===== config.mk =====
export PLATFORM = sky130hd
export DESIGN_NAME = led_ctrl
export DESIGN_NICKNAME = d
export VERILOG_FILES = /design/src/rtl/led_ctrl.sv
export SDC_FILE = /design/constraint.sdc
export NUM_CORES = 1
export LEC_CHECK = 0
export CAP_MARGIN = 20
export CORE_MARGIN = 2
export CORE_UTILIZATION = 30
export DETAILED_ROUTE_END_ITERATION = 12
export SYNTH_ARGS = -nofsm -noshare
export SYNTH_HDL_FRONTEND = slang
export SYNTH_SLANG_ARGS = --single-unit

===== constraint.sdc =====
create_clock -name sys_clk -period 5.3 [get_ports sys_clk]
set_input_delay 0.53 -clock sys_clk [delete_from_list [all_inputs] [get_ports sys_clk]]
set_output_delay 0.53 -clock sys_clk [all_outputs]
set_load 0.005 [all_outputs]

===== src/rtl/led_ctrl.sv =====
// Single-LED mode controller: each key_press steps OFF -> ON -> SLOW -> FAST -> OFF.
// Latency: press sampled at edge E, mode/led show the new mode right after E (1 cycle).
// Backpressure: none; every key_press cycle is accepted unconditionally.
module led_ctrl #(
  parameter int SLOW_HALF = 25_000_000,
  parameter int FAST_HALF = 6_250_000,
  parameter int CNT_W     = 25
) (
  input  logic       sys_clk,
  input  logic       sys_rst,
  input  logic       key_press,
  output logic       led,
  output logic [1:0] mode
);

  typedef enum logic [1:0] {
    M_OFF  = 2'd0,
    M_ON   = 2'd1,
    M_SLOW = 2'd2,
    M_FAST = 2'd3
  } mode_t;

  // Terminal counts: the counter wraps after H cycles of the active blink mode.
  localparam logic [CNT_W-1:0] SLOW_TOP = CNT_W'(SLOW_HALF - 1);
  localparam logic [CNT_W-1:0] FAST_TOP = CNT_W'(FAST_HALF - 1);

  mode_t            mode_q, mode_d;
  logic [CNT_W-1:0] cnt_q, cnt_d;
  logic             ph_q, ph_d;
  logic             led_q, led_d;
  logic [CNT_W-1:0] top;

  // State registers; reset parks the LED dark in OFF with the phase primed to 1.
  always_ff @(posedge sys_clk or negedge sys_rst) begin
    if (!sys_rst) begin
      mode_q <= M_OFF;
      cnt_q  <= '0;
      ph_q   <= 1'b1;
      led_q  <= 1'b0;
    end else begin
      mode_q <= mode_d;
      cnt_q  <= cnt_d;
      ph_q   <= ph_d;
      led_q  <= led_d;
    end
  end

  // Next-state: a press always wins over a blink toggle in the same cycle.
  always_comb begin
    mode_d = mode_q;
    cnt_d  = cnt_q;
    ph_d   = ph_q;
    led_d  = led_q;
    top    = (mode_q == M_SLOW) ? SLOW_TOP : FAST_TOP;
    if (key_press) begin
      mode_d = mode_t'(mode_q + 2'd1);
      cnt_d  = '0;
      ph_d   = 1'b1;
      led_d  = (mode_d != M_OFF);
    end else begin
      case (mode_q)
        M_OFF: begin
          cnt_d = '0;
          led_d = 1'b0;
        end
        M_ON: begin
          cnt_d = '0;
          led_d = 1'b1;
        end
        default: begin
          if (cnt_q == top) begin
            cnt_d = '0;
            ph_d  = ~ph_q;
            led_d = ~ph_q;
          end else begin
            cnt_d = cnt_q + CNT_W'(1);
          end
        end
      endcase
    end
  end

  assign led  = led_q;
  assign mode = mode_q;

endmodule


* Word-level counts from Yosys, hierarchy flattened
Index checks and enable logic that the tools add are counted.
Storage, ports and cells: register bits after elaboration 29, output and inout port bits 3, logic and storage cells 26
Operators by class: $add $sub $neg 2, eq/ne operators 4, multiplexer cells 9, bitwise logic cells 1, reduce and logical (&&, ||, !) cells 6
Operators with widths (count):
- two-way mux 25 bit | 4
- adder 25 x 1 -> 25 bit, second input constant | 1
- == test 25 bit | 1
- two-way mux 1 bit | 4
- nonzero test 2 bit | 2
- nonzero test 4 bit | 1
- adder 2 x 1 -> 2 bit, second input constant | 1
- == test 2 x 1 -> 1 bit, second input constant | 1
- == test 2 bit, second input constant | 1
- zero test 2 bit | 1
- inequality test 2 x 1 -> 1 bit, second input constant | 1
- case mux 1 bit (2 select lines) | 1
- AND reduction 2 bit | 1
- OR reduction 2 bit | 1
- inverter 1 bit | 1

* Longest topological paths before layout
depth after elaboration 6, depth in mapped cells 8, mapped depth without buffers 7

* Least setup slack after synthesis
OpenSTA, ideal clock, no wires.
path kind reg-to-reg, start point register mode_q[0] (netlist: mode[0]), end point register led_q (netlist: led), setup time 125 ps, arrival time 2004 ps, slack 3171 ps, stages on the path, launching flop included 8, cell sequence dfrtp_1 > inv_1 > ha_1 > or4b_1 > a211oi_2 > nand3_2 > nand2_4 > mux2_4
Between the ends: word-level cells in the longest chain between the ends 4, elaborated cells on any way between the ends 10, those cells by class 1 x add/sub; 3 x eq/ne; 3 x mux; 3 x reduce/logical
RTL lines:
- start: declaration | RTL line 27 | mode_t mode_q, mode_d;
- start signal: assignment | RTL line 41 | mode_q <= mode_d;
- == test 2 bit | RTL line 54 | top = (mode_q == M_SLOW) ? SLOW_TOP : FAST_TOP;
- two-way mux 25 bit | RTL line 54
- == test 25 bit | RTL line 71 | if (cnt_q == top) begin
- nonzero test 4 bit (no line)
- end signal: assignment | RTL line 44 | led_q <= led_d;
- end: declaration | RTL line 30 | logic led_q, led_d;
Parallel ways exist; a longest one is shown, timed or not. A chain may end at the register's enable or synchronous reset.

* Worst setup path in the final report
Same ends and word-level chain as after synthesis.

==> reports/summary.md <==
* **number of buffers inserted to repair setup after CTS** 0
* **area of the placeable core** 5070 um^2
* **post-layout min period** 2390 ps
* **filler instances** 544
* **total half-perimeter wirelength after legalization and detailed placement** 1.96 mm
* **Final Wtd Congestion** 0.744
* **highest attainable clock frequency** 419 MHz
* **kind of end point of the critical path** register
* **worst clock skew** 6.49 ps
* **RSZ-0062 raised after global routing** false
* **class of the tightest hold or removal check** register to register
* **measured slew at the worst slew-check pin** 473 ps
* **overall die height** 76.3 um
* **post-synthesis average cell area** 10.3 um^2
* **synthesized area** 1570 um^2
* **detailed-route via count** 1077
* **Place WS** 2890 ps
* **switching share of total power** 29.8%
* **DRC errors left** 0
* **I/O pin count** 6
* **reported net switching power** 0.169 mW
* **power density over cell area** 319 nW/um^2
* **post-cts sizing count** 0
* **detailed router's first-iteration violation count** 58
* **die width** 76.3 um
* **max-cap violation count** 0
* **antenna diode instance count** 0
* **overall routing resource usage** 11.4%
* **final hold violations** 0
* **share of the cycle needed by the critical path after routing** 45.0%
* **antenna violations before repair** 0
* **sequential share of the synthesized area** 46.3%
* **Clock Power Share** 32.2%
* **number of sinks on the clock net** 29
* **post-cts hold buffer count** 0
* **buffer depth of the longest clock path** 2
* **number of I/O port buffers** 5
* **flip-flop and latch count after synthesis** 29
* **maximum number of pins on one net before global-route repair** 30
* **Initial Util** 30.9%
* **Max transition margin** 68.3%
* **clock latency on the worst-skew pair** 280 ps
* **Cell variety after synth** 31
* **H-tree depth reported by CTS** 2
* **Root Driver** sky130_fd_sc_hd__clkbuf_8
* **Final setup violation count** 0
* **clock buffer count from CTS** 5
* **total congestion overflow** 0
* **Area after DPL** 1690 um^2
* **Logic pwr share** 21.5%
* **number of global-route vias before repair** 1131
* **Die Area** 5820 um^2
* **drt via density** 4.62
* **total internal power** 0.398 mW
* **largest fanout on the critical path** 25
* **clock tree from TritonCTS** done
* **Worst setup SP type** register
* **Setup TNS Final** 0 ps
* **wire length of the first global-routing pass** 5.40 mm
* **dpl cells** 226
* **final standard cell area without fillers** 1780 um^2
* **run status** finished clean
* **Max IR drop VDD** 0.200 mV
* **WL final** 2.85 mm
* **Synth warnings** 0
* **static leakage power** 0.741 nW
* **fraction of layout instances using a drive strength above 1** 11.7%
* **Layout Nets** 171
* **post-synthesis instance total** 152
* **required arrival time at the worst endpoint** 5470 ps
* **average routed wire per standard cell** 12.2 um
* **Layout Cells excl Fill** 233
* **number of optimization iterations in the first detailed-route pass** 4
* **area growth from synthesis to layout** 13.3%
* **type of the setup path with the least slack** register to register
* **clock transition at the registers of the reported paths** 60 ps
* **antenna-violating nets left** 0
* **fin. max-slew vios** 0
* **register share of total power** 46.3%
* **placement row count** 26
* **final critical-path setup slack** 2910 ps
* **arrival time at the worst endpoint** 2550 ps
* **Post-Synthesis Net Count** 160
[worst paths after layout]
path / startpoint / to / slack, ps / cells after the start
min in group asynchronous: sys_rst / cnt_q[5] / 640 / 2
max reg2reg: mode[0] / led / 2910 / 7
min: led / led / 520 / 1
min reg2reg: led / led / 520 / 1
max in group asynchronous: sys_rst / ph_q / 4340 / 2
max: mode[0] / led / 2910 / 7
[stage by stage]
step	util (%)	hold slack [ps]	power, mW
after floorplan	-	234	0.350
after global placement	33.3	504	0.388
after detailed placement	33.3	512	0.390
after CTS	35.0	526	0.574
after global routing	35.0	557	0.611
final	35.0	524	0.566
[per-layer routing]
| metal | GRT usage [%] | wire length, um |
|---|---|---|
| met1 | 16.4 | 1530 |
| met2 | 16.7 | 1220 |
| met3 | 3.67 | 67 |
| met4 | 2.73 | 31 |
| met5 | 0 | 0 |
[cells in the mapped netlist]
| library cell | number | share of area, % |
|---|---|---|
| sky130_fd_sc_hd__nand4_1 | 7 | 2.8 |
| sky130_fd_sc_hd__nor3_1 | 2 | 0.64 |
| sky130_fd_sc_hd__nor2_1 | 26 | 6.2 |
| sky130_fd_sc_hd__buf_6 | 2 | 1.4 |
| sky130_fd_sc_hd__mux2_4 | 1 | 0.96 |
| sky130_fd_sc_hd__nand2_1 | 11 | 2.6 |
| sky130_fd_sc_hd__nand2b_1 | 1 | 0.40 |
| sky130_fd_sc_hd__xor2_1 | 20 | 11 |
| sky130_fd_sc_hd__nand4bb_1 | 1 | 0.72 |
| sky130_fd_sc_hd__or4_1 | 2 | 0.96 |
| sky130_fd_sc_hd__o22ai_2 | 1 | 0.80 |
| sky130_fd_sc_hd__nand2_4 | 1 | 0.72 |
| sky130_fd_sc_hd__nor3_2 | 1 | 0.64 |
| sky130_fd_sc_hd__dfstp_2 | 1 | 1.7 |
| sky130_fd_sc_hd__and3_2 | 2 | 0.96 |
| sky130_fd_sc_hd__nor4_4 | 2 | 2.7 |
| sky130_fd_sc_hd__a21oi_1 | 1 | 0.32 |
| sky130_fd_sc_hd__mux2i_1 | 1 | 0.64 |
| sky130_fd_sc_hd__a211oi_2 | 1 | 0.80 |
| sky130_fd_sc_hd__and2_1 | 2 | 0.80 |
| sky130_fd_sc_hd__o21ai_0 | 3 | 0.96 |
| sky130_fd_sc_hd__dfrtp_1 | 28 | 45 |
| sky130_fd_sc_hd__nand4b_1 | 2 | 1.1 |
| sky130_fd_sc_hd__nand3_2 | 2 | 1.3 |
| sky130_fd_sc_hd__xnor2_1 | 4 | 2.2 |
| sky130_fd_sc_hd__and3_1 | 3 | 1.2 |
| sky130_fd_sc_hd__ha_1 | 5 | 4.0 |
| sky130_fd_sc_hd__and4_1 | 2 | 1.1 |
| sky130_fd_sc_hd__or4b_1 | 1 | 0.64 |
| sky130_fd_sc_hd__inv_1 | 3 | 0.72 |
| sky130_fd_sc_hd__nand3_1 | 13 | 4.1 |
[cell usage in the layout, fill, tap and decap left out]
cell type | netlist | final
sky130_fd_sc_hd__dfstp_2 | 1 | 1
sky130_fd_sc_hd__nand3_2 | 2 | 2
sky130_fd_sc_hd__nor2_1 | 26 | 26
sky130_fd_sc_hd__nand3_1 | 13 | 13
sky130_fd_sc_hd__xor2_1 | 20 | 20
sky130_fd_sc_hd__nor4_4 | 2 | 2
sky130_fd_sc_hd__and2_1 | 2 | 2
sky130_fd_sc_hd__o21ai_0 | 3 | 3
sky130_fd_sc_hd__clkbuf_8 | 0 | 6
sky130_fd_sc_hd__ha_1 | 5 | 5
sky130_fd_sc_hd__mux2i_1 | 1 | 1
sky130_fd_sc_hd__o22ai_2 | 1 | 1
sky130_fd_sc_hd__a211oi_2 | 1 | 1
sky130_fd_sc_hd__and3_1 | 3 | 3
sky130_fd_sc_hd__or4b_1 | 1 | 1
sky130_fd_sc_hd__mux2_4 | 1 | 1
sky130_fd_sc_hd__buf_4 | 0 | 1
sky130_fd_sc_hd__a21oi_1 | 1 | 1
sky130_fd_sc_hd__nand2_1 | 11 | 11
sky130_fd_sc_hd__nand4_1 | 7 | 7
sky130_fd_sc_hd__dfrtp_1 | 28 | 28
sky130_fd_sc_hd__nand2b_1 | 1 | 1
sky130_fd_sc_hd__nand4bb_1 | 1 | 1
sky130_fd_sc_hd__nand4b_1 | 2 | 2
sky130_fd_sc_hd__or4_1 | 2 | 2
sky130_fd_sc_hd__clkbuf_1 | 0 | 1
sky130_fd_sc_hd__xnor2_1 | 4 | 4
sky130_fd_sc_hd__nor3_1 | 2 | 2
sky130_fd_sc_hd__nand2_4 | 1 | 1
sky130_fd_sc_hd__clkdlybuf4s50_1 | 0 | 5
sky130_fd_sc_hd__and3_2 | 2 | 2
sky130_fd_sc_hd__and4_1 | 2 | 2
sky130_fd_sc_hd__inv_1 | 3 | 3
sky130_fd_sc_hd__nor3_2 | 1 | 1
[layout make-up]
class	count	area, um^2	share of cell area [%]
multi-input cells	118	808	45.5
flip-flops and latches	29	727	40.9
well taps	70	87.6	4.93
clock buffers	7	86.3	4.86
repair buffers	6	57.6	3.24
inverters	3	11.3	0.633
[logic make-up after synthesis]
| family | after synthesis | share of synthesized area (%) |
|---|---|---|
| XOR/XNOR | 24 | 13.4 |
| buffers and inverters | 5 | 2.15 |
| adder cells (fa/ha/maj) | 5 | 3.99 |
| multiplexers | 2 | 1.59 |
| flip-flops | 29 | 46.3 |
| AO/OA/AOI/OAI | 6 | 2.87 |
| AND/OR/NAND/NOR | 81 | 29.7 |
[worst max-delay path, stage by stage (launching register included)]
cell and delay (ps):
sky130_fd_sc_hd__dfrtp_1 440, sky130_fd_sc_hd__inv_1 90, sky130_fd_sc_hd__ha_1 240, sky130_fd_sc_hd__or4b_1 530, sky130_fd_sc_hd__a211oi_2 260, sky130_fd_sc_hd__nand3_2 140
sky130_fd_sc_hd__nand2_4 260, sky130_fd_sc_hd__mux2_4 330
[power groups by stage]
stage	clock network (mW)	logic, mW	registers, mW
after detailed placement	0	0.124	0.266
after global placement	0	0.123	0.265
after global routing	0.199	0.145	0.267
final	0.182	0.122	0.262
after floorplan	0	0.0873	0.263
after CTS	0.188	0.124	0.262
[registers in the layout, indices dropped and copies added, names as in the netlist]
signal  cells
ph_q        1
led         1
cnt_q      25
mode        2
Power figures use the tool's default switching activity.
